**src/rtl/regfile_bypass.sv**
```systemverilog
// -----------------------------------------------------------------------------
// regfile_bypass
//
// Eight-entry 16-bit register file with two combinational read ports, one
// write-back port, and a per-register pending-write scoreboard that drives a
// read-after-write hazard flag. The hazard consumer owns any stall; this block
// only reports.
//
// Optional feature: define REGFILE_BYPASS_EN to forward the write-back value
// to a read port selecting the register being written in the same cycle. The
// hazard term of that port is then dropped when the write retires the last
// outstanding issue to that register.
//
// Ports
//   clk          in   1   clock, all state updates on rising edge
//   rst_n        in   1   synchronous active-low reset
//   read1RegSel  in   3   read port 1 register index
//   read2RegSel  in   3   read port 2 register index
//   read1Data    out  16  read port 1 data (combinational)
//   read2Data    out  16  read port 2 data (combinational)
//   writeRegSel  in   3   write-back destination register
//   writeData    in   16  write-back data
//   writeEn      in   1   commit writeData to writeRegSel
//   issueEn      in   1   a register-writing instruction leaves decode
//   issueRegSel  in   3   destination of the issuing instruction
//   hazard       out  1   a read source has an outstanding write
//   err          out  1   sticky scoreboard overflow/underflow flag
// -----------------------------------------------------------------------------
module regfile_bypass (
  input  logic        clk,
  input  logic        rst_n,
  input  logic [2:0]  read1RegSel,
  input  logic [2:0]  read2RegSel,
  output logic [15:0] read1Data,
  output logic [15:0] read2Data,
  input  logic [2:0]  writeRegSel,
  input  logic [15:0] writeData,
  input  logic        writeEn,
  input  logic        issueEn,
  input  logic [2:0]  issueRegSel,
  output logic        hazard,
  output logic        err
);

  logic [15:0] r_regs [8];
  logic [1:0]  r_pend [8];
  logic        r_err;

  logic [7:0]  w_inc;
  logic [7:0]  w_dec;
  logic [1:0]  w_pend_nxt [8];
  logic        w_set_err;
  logic        w_haz1;
  logic        w_haz2;

  // One-hot issue / retire strobes per register.
  // NOTE: every signal driven in always_comb gets a default first, so no path
  // leaves it unassigned and no latch is inferred.
  always_comb begin
    w_inc = '0;
    w_dec = '0;
    if (issueEn) w_inc[issueRegSel] = 1'b1;
    if (writeEn) w_dec[writeRegSel] = 1'b1;
  end

  // Saturating pending counters. Issue and retire on the same register cancel;
  // saturation at either end flags a protocol error instead of wrapping.
  always_comb begin
    w_set_err = 1'b0;
    for (int i = 0; i < 8; i++) begin
      w_pend_nxt[i] = r_pend[i];
      case ({w_inc[i], w_dec[i]})
        2'b10: begin
          if (r_pend[i] == 2'd3) w_set_err = 1'b1;
          else                   w_pend_nxt[i] = r_pend[i] + 2'd1;
        end
        2'b01: begin
          if (r_pend[i] == 2'd0) w_set_err = 1'b1;
          else                   w_pend_nxt[i] = r_pend[i] - 2'd1;
        end
        default: w_pend_nxt[i] = r_pend[i];
      endcase
    end
  end

  // NOTE: sequential state uses non-blocking assignments only, so every flop
  // samples values from before the edge regardless of statement order.
  // NOTE: the register array is cleared on reset because software-visible
  // reset contents of 0x0000 are part of the architecture, not just the
  // control state.
  always_ff @(posedge clk) begin
    if (!rst_n) begin
      for (int i = 0; i < 8; i++) begin
        r_regs[i] <= '0;
        r_pend[i] <= '0;
      end
      r_err <= 1'b0;
    end else begin
      if (writeEn) r_regs[writeRegSel] <= writeData;
      for (int i = 0; i < 8; i++) begin
        r_pend[i] <= w_pend_nxt[i];
      end
      if (w_set_err) r_err <= 1'b1;
    end
  end

`ifdef REGFILE_BYPASS_EN
  logic w_byp1;
  logic w_byp2;

  // A retiring write that drains the counter to zero fully resolves the
  // hazard for a port it is forwarding to; deeper queues still stall.
  always_comb begin
    w_byp1    = writeEn && (writeRegSel == read1RegSel);
    w_byp2    = writeEn && (writeRegSel == read2RegSel);
    read1Data = w_byp1 ? writeData : r_regs[read1RegSel];
    read2Data = w_byp2 ? writeData : r_regs[read2RegSel];
    w_haz1    = (r_pend[read1RegSel] != 2'd0) &&
                !(w_byp1 && (r_pend[read1RegSel] == 2'd1));
    w_haz2    = (r_pend[read2RegSel] != 2'd0) &&
                !(w_byp2 && (r_pend[read2RegSel] == 2'd1));
  end
`else
  always_comb begin
    read1Data = r_regs[read1RegSel];
    read2Data = r_regs[read2RegSel];
    w_haz1    = (r_pend[read1RegSel] != 2'd0);
    w_haz2    = (r_pend[read2RegSel] != 2'd0);
  end
`endif

  // Both ports on the same register collapse naturally under OR.
  assign hazard = w_haz1 | w_haz2;
  assign err    = r_err;

endmodule

```
**config.mk**
```make
export PLATFORM = sky130hd
export DESIGN_NAME = regfile_bypass
export DESIGN_NICKNAME = d
export VERILOG_FILES = /design/src/rtl/regfile_bypass.sv
export SDC_FILE = /design/constraint.sdc
export NUM_CORES = 1
export LEC_CHECK = 0
export BUFFER_PORTS_ARGS = -buffer_cell sky130_fd_sc_hd__buf_2
export CORE_ASPECT_RATIO = 0.7
export CORE_UTILIZATION = 40
export CTS_BUF_LIST = sky130_fd_sc_hd__clkbuf_8 sky130_fd_sc_hd__clkbuf_16
export CTS_CLUSTER_DIAMETER = 50
export DETAILED_ROUTE_END_ITERATION = 8
export PLACE_DENSITY = 0.6
export SLEW_MARGIN = 10
export SYNTH_ARGS = -nofsm -noshare
export SYNTH_HDL_FRONTEND = slang
export SYNTH_SLANG_ARGS = --single-unit
```
**constraint.sdc**
```tcl
create_clock -name clk -period 2.9 [get_ports clk]
set_input_delay 0.29 -clock clk [delete_from_list [all_inputs] [get_ports clk]]
set_output_delay 0.29 -clock clk [all_outputs]
set_load 0.05 [all_outputs]
```
==> impl_metrics.yaml <==
layout:
  layout-drive-gt1-share_pct: 32.7
  fillers: 1728
  stdcell_area_um2: 9540
  number_of_inserted_diodes: 0
  nets: 725
  syn_to_final_growth_pct: 16.4
  fin_cells: 959
routing:
  drt.antenna.violating_nets: 0
  drc_errors: 0
  totalWireLength_mm: 21.1
  route.detailed.wl_per_inst_um: 22.0
  route.vias.total: 5355
  first_pass_iteration_count_of_the_detailed_router: 5
  route.detailed.vias_per_inst: 5.58
  drt_iter0_markers: 498
sta:
  grt_setup_unrepaired: "false"
  setup-violations-final: 0
  max_slew_margin_pct: 36.5
  final_setup_tns_ns: 0
  fin_skew_ns: 0.00414
  finalWorstPathRequiredPeriod_ns: 2.42
  worstMarginPinSlew_ns: 0.951
  fin_crit_share_pct: 83.5
  clock.fmax_ghz: 0.413
  hold_viol_final: 0
  timing.final.max_slew_violations: 0
setup_path:
  critPathMaxFanout: 7
  critical_path.max_stage_delay_ns: 0.48
  reg2reg_depth: 4
  cp.buffers_inverters: 1
  critical_path.top_delay_family: "simple AND/OR/NAND/NOR gates"
  worst_path_max_delay_cell: "sky130_fd_sc_hd__mux4_2"
  worst_ep_required_time_ns: 2.61
  critical_path_depth: 5
  start_kind: "register"
  worstPathCellList: "nor2_1 > a21oi_1 > mux4_2 > or2_1 > buf_2"
  worst_ep_arrival_time_ns: 2.13
  critical_path_start_end_classification: "register to output port"
  setup.worst_path.end_class: "output port"
die:
  initial_core_util_pct: 41.1
  die_h_um: 122
  die_w_um: 173
  core_area_um2: 20000
  die-area_um2: 21100
  ios: 66
  std_cell_rows: 43
yosys:
  synth_seq_cells: 145
  synthTopCellsByCount: "sky130_fd_sc_hd__and2_1 (133), sky130_fd_sc_hd__edfxtp_1 (128), sky130_fd_sc_hd__mux4_2 (66)"
  synth_top_family_by_area: "multiplexers"
  async_reset_ff_share_pct: 0
  yosysSeqAreaShare_pct: 51.0
  postSynth.topFlopCell: "sky130_fd_sc_hd__edfxtp_1"
  share_of_the_synthesized_area_in_compound_gates_ao_oa_aoi_oai_pct: 4.04
  synth.net_count: 653
  ys_types: 38
  simple_gate_fraction_of_synth_area_pct: 17.0
  yosysWarnings: 0
  fraction_of_synthesized_area_in_multiplexers_pct: 22.7
  synth-edff-count: 128
  synth_most_common_cell: "sky130_fd_sc_hd__and2_1"
  synth_area_leaders: "sky130_fd_sc_hd__edfxtp_1 (47%), sky130_fd_sc_hd__mux4_2 (18%), sky130_fd_sc_hd__and2_1 (10%)"
  synthXorXnorAreaFrac_pct: 0
  synth_adder_area_share_pct: 2.44
  synth_top_cell_by_area: "sky130_fd_sc_hd__edfxtp_1"
  yosys.area.top_type_share_pct: 46.9
  synthesis.area_um2: 8200
  syn_area_per_cell_um2: 13.6
  postSynthCellCount: 605
min_path:
  min_path_type: "primary input to register"
  min_delay_path_depth: 2
placed_design:
  port-buffer-count: 65
  globalplace.congestion: 0.801
  place_area_um2: 8890
  placed_cells: 928
  final_hpwl_dp_mm: 13.1
clock_network:
  clkLatencyLatePin_ns: 0.42
  cts_made_buffers: 17
  numClockSinks: 145
  clock-root-buffer: "sky130_fd_sc_hd__clkbuf_16"
  htreeDepth: 4
  cts-hold-fix-buffers: 0
  cts_setup_buffers: 0
  clock_pin_slew_on_the_worst_setup_and_hold_paths_ns: 0.06
  cts.repair.resized: 0
  clk_path_buf_depth: 2
  cts_tree: "done"
global_route:
  grt-ovfl-total: 0
  grtUsageTotal_pct: 20.8
  antenna_found_initial: 0
  grt_max_degree: 41
  grt_pass1_wl_mm: 31.9
  first_global_vias: 5340
run:
  maxCapViolations: 0
pwr:
  worst_ir_drop_vdd_mv: 0.408
  power_per_cell_area_nw_per_um2: 609
  p_leak_nw: 3.53
outcome:
  status: "finished clean"
through the flow:
step                power, mW  worst slack [ns]  utilization (%)  hold WS [ns]
finish                   5.81             0.478             47.8         0.234
floorplan                3.14              1.09                -         0.412
detailed placement       3.41             0.658             44.6         0.534
global placement         3.38             0.689             44.6         0.509
global route             5.98             0.392             47.8         0.243
CTS                      5.83             0.448             47.8         0.225
final timing paths:
check                    start            to  slack, ns
setup reg to reg  r_pend[3][0]           err       1.41
setup / recovery  r_pend[7][0]        hazard       0.48
hold reg to reg   r_pend[3][1]  r_pend[3][1]       0.55
hold / removal    writeData[8]  r_regs[7][8]       0.23
power breakdown:
| part | total, mW | switching [mW] | internal, mW |
|---|---|---|---|
| registers | 2.47 | 0.0707 | 2.40 |
| clock network | 2.44 | 0.850 | 1.59 |
| logic | 0.892 | 0.553 | 0.339 |
layout make-up:
| type | count | area (µm²) | area share [%] |
|---|---|---|---|
| multi-input cells | 409 | 3780 | 39.6 |
| repair buffers | 87 | 528 | 5.53 |
| clock inverters | 14 | 221 | 2.32 |
| flip-flops and latches | 145 | 4180 | 43.8 |
| well taps | 270 | 338 | 3.54 |
| inverters | 17 | 63.8 | 0.669 |
| clock buffers | 17 | 425 | 4.46 |
cell families after synthesis:
logic type / count (synthesis)
AND/OR/NAND/NOR: 236
flip-flops: 145
multiplexers: 99
AO/OA/AOI/OAI: 58
buffers and inverters: 51
adder cells (fa/ha/maj): 16
sequential cells by signal (all words and copies together), names as in the netlist:
register,cells
err,1
r_pend,16
r_regs,128
layout by cell type, fill, tap and decap left out, types with 2 or more instances in the layout:
master,n
sky130_fd_sc_hd__nand2_1,17
sky130_fd_sc_hd__nor3_2,5
sky130_fd_sc_hd__nor2_1,25
sky130_fd_sc_hd__o21ai_0,13
sky130_fd_sc_hd__a21oi_1,26
sky130_fd_sc_hd__buf_4,19
sky130_fd_sc_hd__nand3b_1,5
sky130_fd_sc_hd__a21o_1,3
sky130_fd_sc_hd__buf_2,65
sky130_fd_sc_hd__a22oi_1,5
sky130_fd_sc_hd__a31oi_1,3
sky130_fd_sc_hd__buf_12,3
sky130_fd_sc_hd__nor3_1,7
sky130_fd_sc_hd__o21ai_1,3
sky130_fd_sc_hd__inv_1,19
sky130_fd_sc_hd__or3b_2,4
sky130_fd_sc_hd__mux2_2,33
sky130_fd_sc_hd__nand4_1,2
sky130_fd_sc_hd__clkbuf_16,17
sky130_fd_sc_hd__bufinv_16,6
sky130_fd_sc_hd__edfxtp_1,128
sky130_fd_sc_hd__nand3_1,8
sky130_fd_sc_hd__and2_1,133
sky130_fd_sc_hd__nor2b_1,13
sky130_fd_sc_hd__nand2b_1,12
sky130_fd_sc_hd__ha_1,16
sky130_fd_sc_hd__dfxtp_1,17
sky130_fd_sc_hd__mux4_2,66
sky130_fd_sc_hd__clkinv_2,5
per-layer routing:
layer / GRT usage (%) / wire length [µm] / up-vias
li1: - / - / 2417
met1: 28.4 / 9620 / 2778
met2: 35.1 / 10300 / 146
met3: 3.56 / 1020 / 14
met4: 4.76 / 169 / 0
met5: 0 / 0 / -
(Power assumes the default switching activity.)
